`src/rtl/avalon_msg_len_limiter.sv`:
```
// Message length limiter: zero-latency pass-through that truncates messages longer than
// MAX_MSG_WORDS beats and reports the delivered length of every completed message.
module avalon_msg_len_limiter #(
    parameter int  DATA_WIDTH_IN_BYTES = 16,
    parameter int  MAX_MSG_WORDS       = 64,
    localparam int DW    = DATA_WIDTH_IN_BYTES * 8,
    localparam int EW    = (DATA_WIDTH_IN_BYTES > 1) ? $clog2(DATA_WIDTH_IN_BYTES) : 1,
    localparam int CNT_W = $clog2(MAX_MSG_WORDS + 1)
) (
    input  logic             clk,
    input  logic             rst,
    input  logic [DW-1:0]    in_msg_data_i,
    input  logic             in_msg_valid_i,
    input  logic             in_msg_sop_i,
    input  logic             in_msg_eop_i,
    input  logic [EW-1:0]    in_msg_empty_i,
    output logic             in_msg_rdy_o,
    output logic [DW-1:0]    out_msg_data_o,
    output logic             out_msg_valid_o,
    output logic             out_msg_sop_o,
    output logic             out_msg_eop_o,
    output logic [EW-1:0]    out_msg_empty_o,
    input  logic             out_msg_rdy_i,
    output logic [CNT_W-1:0] msg_len_words,
    output logic             msg_len_valid,
    output logic             too_long_error
);

    typedef enum logic [1:0] {IDLE, IN_MSG, DROP} state_t;

    state_t            state_q, state_d;
    logic [CNT_W-1:0]  beat_cnt_q, beat_cnt_d;
    logic [CNT_W-1:0]  len_q, len_d;
    logic              len_vld_q, len_vld_d;
    logic              err_q, err_d;

    logic fwd_path, xfer, trunc;

    // A beat takes the forwarding path when it belongs to a message; everything else is swallowed.
    assign fwd_path = (state_q == IN_MSG) || (state_q == IDLE && in_msg_sop_i);
    assign in_msg_rdy_o = fwd_path ? out_msg_rdy_i : 1'b1;
    assign xfer = in_msg_valid_i && in_msg_rdy_o;

    // Last allowed beat of a message that has not ended by itself.
    assign trunc = fwd_path && !in_msg_eop_i &&
                   ((state_q == IDLE) ? (MAX_MSG_WORDS == 1)
                                      : (beat_cnt_q == CNT_W'(MAX_MSG_WORDS - 1)));

    assign out_msg_valid_o = in_msg_valid_i && fwd_path;
    assign out_msg_data_o  = in_msg_data_i;
    assign out_msg_sop_o   = in_msg_sop_i && (state_q == IDLE);
    assign out_msg_eop_o   = in_msg_eop_i || trunc;
    assign out_msg_empty_o = trunc ? '0 : in_msg_empty_i;

    assign msg_len_words  = len_q;
    assign msg_len_valid  = len_vld_q;
    assign too_long_error = err_q;

    always_comb begin
        state_d    = state_q;
        beat_cnt_d = beat_cnt_q;
        len_d      = len_q;
        len_vld_d  = 1'b0;
        err_d      = 1'b0;
        if (xfer) begin
            unique case (state_q)
                IDLE: begin
                    if (in_msg_sop_i) begin
                        if (in_msg_eop_i) begin
                            len_vld_d = 1'b1;
                            len_d     = CNT_W'(1);
                        end else if (trunc) begin
                            len_vld_d = 1'b1;
                            err_d     = 1'b1;
                            len_d     = CNT_W'(MAX_MSG_WORDS);
                            state_d   = DROP;
                        end else begin
                            beat_cnt_d = CNT_W'(1);
                            state_d    = IN_MSG;
                        end
                    end
                end
                IN_MSG: begin
                    if (in_msg_eop_i) begin
                        len_vld_d  = 1'b1;
                        len_d      = beat_cnt_q + 1'b1;
                        beat_cnt_d = '0;
                        state_d    = IDLE;
                    end else if (trunc) begin
                        len_vld_d  = 1'b1;
                        err_d      = 1'b1;
                        len_d      = CNT_W'(MAX_MSG_WORDS);
                        beat_cnt_d = '0;
                        state_d    = DROP;
                    end else begin
                        beat_cnt_d = beat_cnt_q + 1'b1;
                    end
                end
                DROP: begin
                    if (in_msg_eop_i) begin
                        beat_cnt_d = '0;
                        state_d    = IDLE;
                    end
                end
                default: state_d = IDLE;
            endcase
        end
    end

    always_ff @(posedge clk or negedge rst) begin
        if (!rst) begin
            state_q    <= IDLE;
            beat_cnt_q <= '0;
            len_q      <= '0;
            len_vld_q  <= 1'b0;
            err_q      <= 1'b0;
        end else begin
            state_q    <= state_d;
            beat_cnt_q <= beat_cnt_d;
            len_q      <= len_d;
            len_vld_q  <= len_vld_d;
            err_q      <= err_d;
        end
    end

endmodule
```
`config.mk`:
```
export PLATFORM = sky130hd
export DESIGN_NAME = avalon_msg_len_limiter
export DESIGN_NICKNAME = d
export VERILOG_FILES = /design/src/rtl/avalon_msg_len_limiter.sv
export SDC_FILE = /design/constraint.sdc
export NUM_CORES = 1
export LEC_CHECK = 0
export ABC_AREA = 1
export BUFFER_PORTS_ARGS = -buffer_cell sky130_fd_sc_hd__buf_2
export CORE_AREA = 5 5 108 110
export CTS_BUF_LIST = sky130_fd_sc_hd__clkbuf_4
export CTS_CLUSTER_SIZE = 30
export DETAILED_ROUTE_END_ITERATION = 10
export DIE_AREA = 0 0 113 115
export SLEW_MARGIN = 0
export SYNTH_ARGS = -nofsm -noshare
export SYNTH_HDL_FRONTEND = slang
export SYNTH_SLANG_ARGS = --single-unit
export TNS_END_PERCENT = 20
```
`constraint.sdc`:
```
create_clock -name clk -period 1.72 [get_ports clk]
set_clock_uncertainty 0.2 [all_clocks]
set_input_delay 0.172 -clock clk [delete_from_list [all_inputs] [get_ports clk]]
set_output_delay 0.172 -clock clk [all_outputs]
set_load 0.01 [all_outputs]
```
### Word-level counts from Yosys, hierarchy flattened

Cells that the tools add are included.

| cells by class | value |
|---|---|
| multiplexer cells | 31 |
| add/subtract/negate cells | 1 |
| equality and inequality tests | 8 |
| reduce and logical (&&, ||, !) cells | 14 |

Operators with widths:

| kind | number |
|---|---|
| two-way mux 7 bit | 10 |
| one-hot mux 7 bit (3 select lines) | 1 |
| one-hot mux 7 bit (2 select lines) | 1 |
| two-way mux 2 bit | 6 |
| two-way mux 1 bit | 9 |
| inequality test 2 bit, second input constant | 4 |
| adder 7 x 1 -> 7 bit, second input constant | 1 |
| equality test 7 x 6 -> 1 bit, second input constant | 1 |
| one-hot mux 2 bit (3 select lines) | 1 |
| AND reduction 6 bit | 1 |
| logical AND 1 bit | 5 |
| AND reduction 5 bit | 1 |
| two-way mux 4 bit | 1 |
| one-hot mux 1 bit (2 select lines) | 2 |
| inequality test 3 bit, second input constant | 1 |
| AND reduction 3 bit | 1 |
| nonzero test 3 bit | 1 |
| equality test 2 x 1 -> 1 bit, second input constant | 1 |
| equality test 2 bit, second input constant | 1 |
| zero test 2 bit | 1 |
| logical OR 1 bit | 2 |
| nonzero test 2 bit | 1 |
| zero test 1 bit | 1 |

| storage, ports and cells | value |
|---|---|
| word-level logic and storage cells | 59 |
| flip-flop bits (word level) | 18 |
| input port bits | 138 |

### Logic depth before layout (Yosys ltp)

| logic depth | value |
|---|---|
| depth after elaboration | 10 |
| mapped depth | 11 |
| depth with buffers taken out | 11 |

### Worst setup path before layout

OpenSTA, ideal clock, no wires.

| path | value |
|---|---|
| kind | reg-to-reg |
| start point | register state_q[0] |
| end point | register beat_cnt_q[2] |
| setup time | 0.118 ns |
| arrival time | 1.374 ns |
| clock period less this slack | 1.692 ns |
| cell stages (with the launch flop) | 11 |
| setup slack | 0.028 ns |
| required time | 1.402 ns |
| cells stage by stage | dfrtp_1 > inv_1 > ha_1 > nand2_2 > nand2_4 > nand2_2 > nand3_2 > nor2_8 > inv_4 > nand2_1 > nand2_1 |

| between the ends | value |
|---|---|
| elaborated cells between the ends (all ways) | 19 |
| those cells by class | eq/ne: 6; mux: 5; reduce/logical: 8 |

RTL lines:

| item | line | source |
|---|---|---|
| start: declaration | 31 | `state_t state_q, state_d;` |
| start signal: assignment | 118 | `state_q <= state_d;` |
| zero test 2 bit | 40 | `assign fwd_path = (state_q == IN_MSG) \|\| (state_q == IDLE && in_msg_sop_i);` |
| logical AND 1 bit | 40 |  |
| logical OR 1 bit * | 40 |  |
| two-way mux 1 bit * | 41 | `assign in_msg_rdy_o = fwd_path ? out_msg_rdy_i : 1'b1;` |
| named net in_msg_rdy_o | 17 | `output logic in_msg_rdy_o,` |
| logical AND 1 bit * | 42 | `assign xfer = in_msg_valid_i && in_msg_rdy_o;` |
| AND reduction 6 bit (no line) * | - |  |
| end signal: assignment | 119 | `beat_cnt_q <= beat_cnt_d;` |
| end: declaration | 32 | `logic [CNT_W-1:0] beat_cnt_q, beat_cnt_d;` |

The timed path passes the listed nets; every way through them passes the cells marked *.
A chain may end at the register's enable or synchronous reset.

### Worst setup path after layout

| path | value |
|---|---|
| start point | register state_q[0] |
| end point | output out_msg_empty_o[1] |

| between the ends | value |
|---|---|
| longest elaborated chain between the ends | 6 |
| elaborated cells between the ends (all ways) | 8 |
| those cells by class | eq/ne: 1; mux: 2; reduce/logical: 5 |

RTL lines:

| item | line | source |
|---|---|---|
| zero test 2 bit | 40, 46 |  |
| logical AND 1 bit | 40 |  |
| logical OR 1 bit | 40 |  |
| logical AND 1 bit | 45 | `assign trunc = fwd_path && !in_msg_eop_i &&` |
| logical AND 1 bit * | 45 |  |
| two-way mux 4 bit * | 53 | `assign out_msg_empty_o = trunc ? '0 : in_msg_empty_i;` |
| end: declaration | 22 | `output logic [EW-1:0] out_msg_empty_o,` |

Every way passes the cells marked *; elsewhere a longest branch is shown, timed or not.

==> run metrics <==
Max Buffers Root-to-Sink=2; Critical Path Source=state_q[0]; Vias/cell=3.76; reg2reg start=state_q[1]; dpl cell area=0.00155 mm^2; Crit path max-delay family=flip-flops; Cell Chain, Critical Path=inv_2 -> ha_4 -> nand2_4 -> nand2_4 -> inv_4 -> nor2_4 -> nand2_4 -> clkinv_4 -> nor2_2 -> buf_2; crit-path max FO=5; first-pass GRT wire length=6990 um; largest net degree at the start of global routing=19; worst r2r dst=beat_cnt_q[3]; top cells by count, synth=128 x buf_4, 53 x nand2_1, 18 x dfrtp_1, 18 x inv_1, 14 x nor2_1; top cell type's share of synthesized area=44.6%; syn avg cell area=7.59 um^2; Starting Density=20.3%; fin crit period=1.98 ns; design area=0.00174 mm^2; Worst Hold Class=input pin to flip-flop; crit end category=output port; final core occ=16.4%; crit-path most repeated cell=nand2_4; # fillers=1196; drc violations=0; Reg area=450 um^2; reg2reg setup slack=-0.02 ns; share of post-route cells with drive strength above 1=39.6%; buffer and inverter count on the worst path=4; Worst Path Required=1.35 ns; max-cap viol count=0; total routed wirelength=4570 um; clock root buffer=clkbuf_4; Async SR Flop Fraction=100%; Non-Filler Instances=342; Worst Max-Slew Pin Slew=0.429 ns; Tcrit/Tclk final=115%; CP max stage cell=dfrtp_1; Antenna Diode Count=0; failing checks=negative setup slack; DP Wirelength=3500 um; chip height=115 um; Yosys reg bits=18; H-tree level count=1; Clk Latency, worst-skew pair=0.30 ns; Routed WL per cell=13.4 um; Layout area overhead=-19.5%; area leader, netlist=buf_4; pwr dens=996 mW/mm^2; Synth area leaders=buf_4 45%, dfrtp_1 21%, nand2_1 9.2%, ha_1 3.5%, inv_1 3.1%; count leader, synth=buf_4; Vias=1285; Tot GR Track Use=6.70%; Num Clock Sinks=18; number of flops mapped to enable cells by yosys=0; Max Transition Viols Final=0; clock slew at reported path FFs=0.11 ns; TritonCTS clock tree=done; routability cong.=0.774; critical path depth=10; die area=0.0130 mm^2; Setup CP Type=flip-flop to output port; footprint of the multi-input gates=697 um^2; CTS Buf Count=3; Post-DRT Antenna Nets=0; RSZ-0062 raised after global routing=yes; Post-Syn Area=0.00216 mm^2; final worst setup slack=-0.264 ns; status=finished with violations; initial antenna violation count=0; nets=347; DR pass1 iterations=4; Critical Path Max Stage Delay=0.42 ns; static leakage=0.000891 uW; Die W=113 um; Worst EP arrival=1.61 ns; Slew headroom=71.4%; # rows=38; end of the critical path=out_msg_empty_o[1]; sequential-to-total area share from yosys stat=20.9%; number of global-route vias before repair=1394; hold-critical path depth=3; final hold violations=0; Core Area=0.0106 mm^2; Cell variety after synth=26; Critical Path Source Type=flip-flop; R2R cell count=9; Ys Warns=0; IO Port Bufs=26; Max Fclk=504 MHz; Max VDD drop=318 uV; syn_nets=428; total grt overflow=0; setup violators final=12; IO Pins=283; dominant synthesized flop cell=dfrtp_1; Post-Place Cells=329; Gate Count Post-Synth=284; DR iter-0 viols=67
[through the flow]
stage                     hold WS (ns)  TNS (ns)  setup slack, ns  power (uW)
after floorplan                 -0.324         0           0.0277        1310
after global placement         -0.0611    -0.166          -0.0241        1270
after detailed placement       -0.0573    -0.826          -0.0748        1280
after CTS                       0.0387     -1.67           -0.263        1650
after global routing            0.0399     -3.39           -0.350        1860
final                           0.0419     -1.54           -0.264        1730
[state kept, by name, summed over array words and instances (netlist names)]
| register | cells |
|---|---|
| too_long_error | 1 |
| state_q | 2 |
| msg_len_words | 7 |
| msg_len_valid | 1 |
| beat_cnt_q | 7 |
[worst register-to-register path, cell delays in order, from the launching register on]
cell	delay [ns]
dfrtp_1	0.41
buf_4	0.14
buf_4	0.13
ha_2	0.16
nor2_1	0.11
o21ai_2	0.10
nor2_8	0.19
inv_4	0.08
nand2_1	0.06
nand2_1	0.06
[report_power, final]
| part | internal, uW | leakage [uW] | switching (uW) |
|---|---|---|---|
| combinational | 433 | 0.000633 | 549 |
| clock | 84.6 | 0.0000154 | 148 |
| sequential | 475 | 0.000243 | 38.1 |
| total | 993 | 0.000891 | 735 |
[area by class of cell]
cell class | instances | area share, %
tap | 140 | 10.1
sequential | 18 | 26.0
clock buffer | 3 | 1.30
clock inverter | 1 | 0.216
inverter | 24 | 5.91
multi-input combinational | 113 | 40.2
timing repair buffer | 43 | 16.4
[how the worst min path moves through the flow]
stage	startpoint	end	slack (ns)
floorplan	rst	beat_cnt_q[0]	-0.32
global placement	rst	too_long_error	-0.06
detailed placement	rst	too_long_error	-0.06
CTS	in_msg_eop_i	msg_len_valid	0.04
global route	in_msg_eop_i	msg_len_valid	0.04
finish	in_msg_eop_i	msg_len_valid	0.04
[metal layers]
| metal | vias to the layer above | wire length (um) | share of wire, % | track usage, % |
|---|---|---|---|---|
| li1 | 577 | - | - | - |
| met1 | 557 | 1410 | 31 | 6.05 |
| met2 | 93 | 2070 | 45 | 10.4 |
| met3 | 58 | 661 | 14 | 4.05 |
| met4 | 0 | 429 | 9.4 | 6.25 |
| met5 | - | 0 | 0 | 0 |
[timing repair]
item	4_1_cts	5_1_grt
hold buffers	3	0
setup buffers	3	3
resized for setup	12	13
endpoints found under the setup margin	23	24
hold endpoints to repair	20	0
pin swaps	2	6
[logic make-up after synthesis]
logic type | share of synthesized area [%]
and+or+nand+nor | 22.8
adders and majority gates | 3.48
xor gates and xnor gates | 0.813
AOI/OAI and AO/OA | 2.50
DFF | 20.9
buffers and inverters | 49.6
[cell usage in the layout, fill, tap and decap left out]
cell type and n:
a21oi_1 2, buf_2 23, buf_4 14, buf_6 3, clkbuf_4 3, clkinv_1 1, clkinv_4 1, dfrtp_1 18
dlygate4sd3_1 3, ha_1 2, ha_2 3, ha_4 1, inv_1 15, inv_2 5, inv_4 3, nand2_1 51
nand2_2 4, nand2_4 5, nand3_1 5, nand3_2 2, nand4_1 7, nand4_4 1, nor2_1 8, nor2_2 4
nor2_4 6, nor2_8 1, nor3_1 1, o21ai_0 6, o21ai_1 1, o21ai_2 1, xnor2_1 1, xor2_1 1
Power figures use the tool's default switching activity.
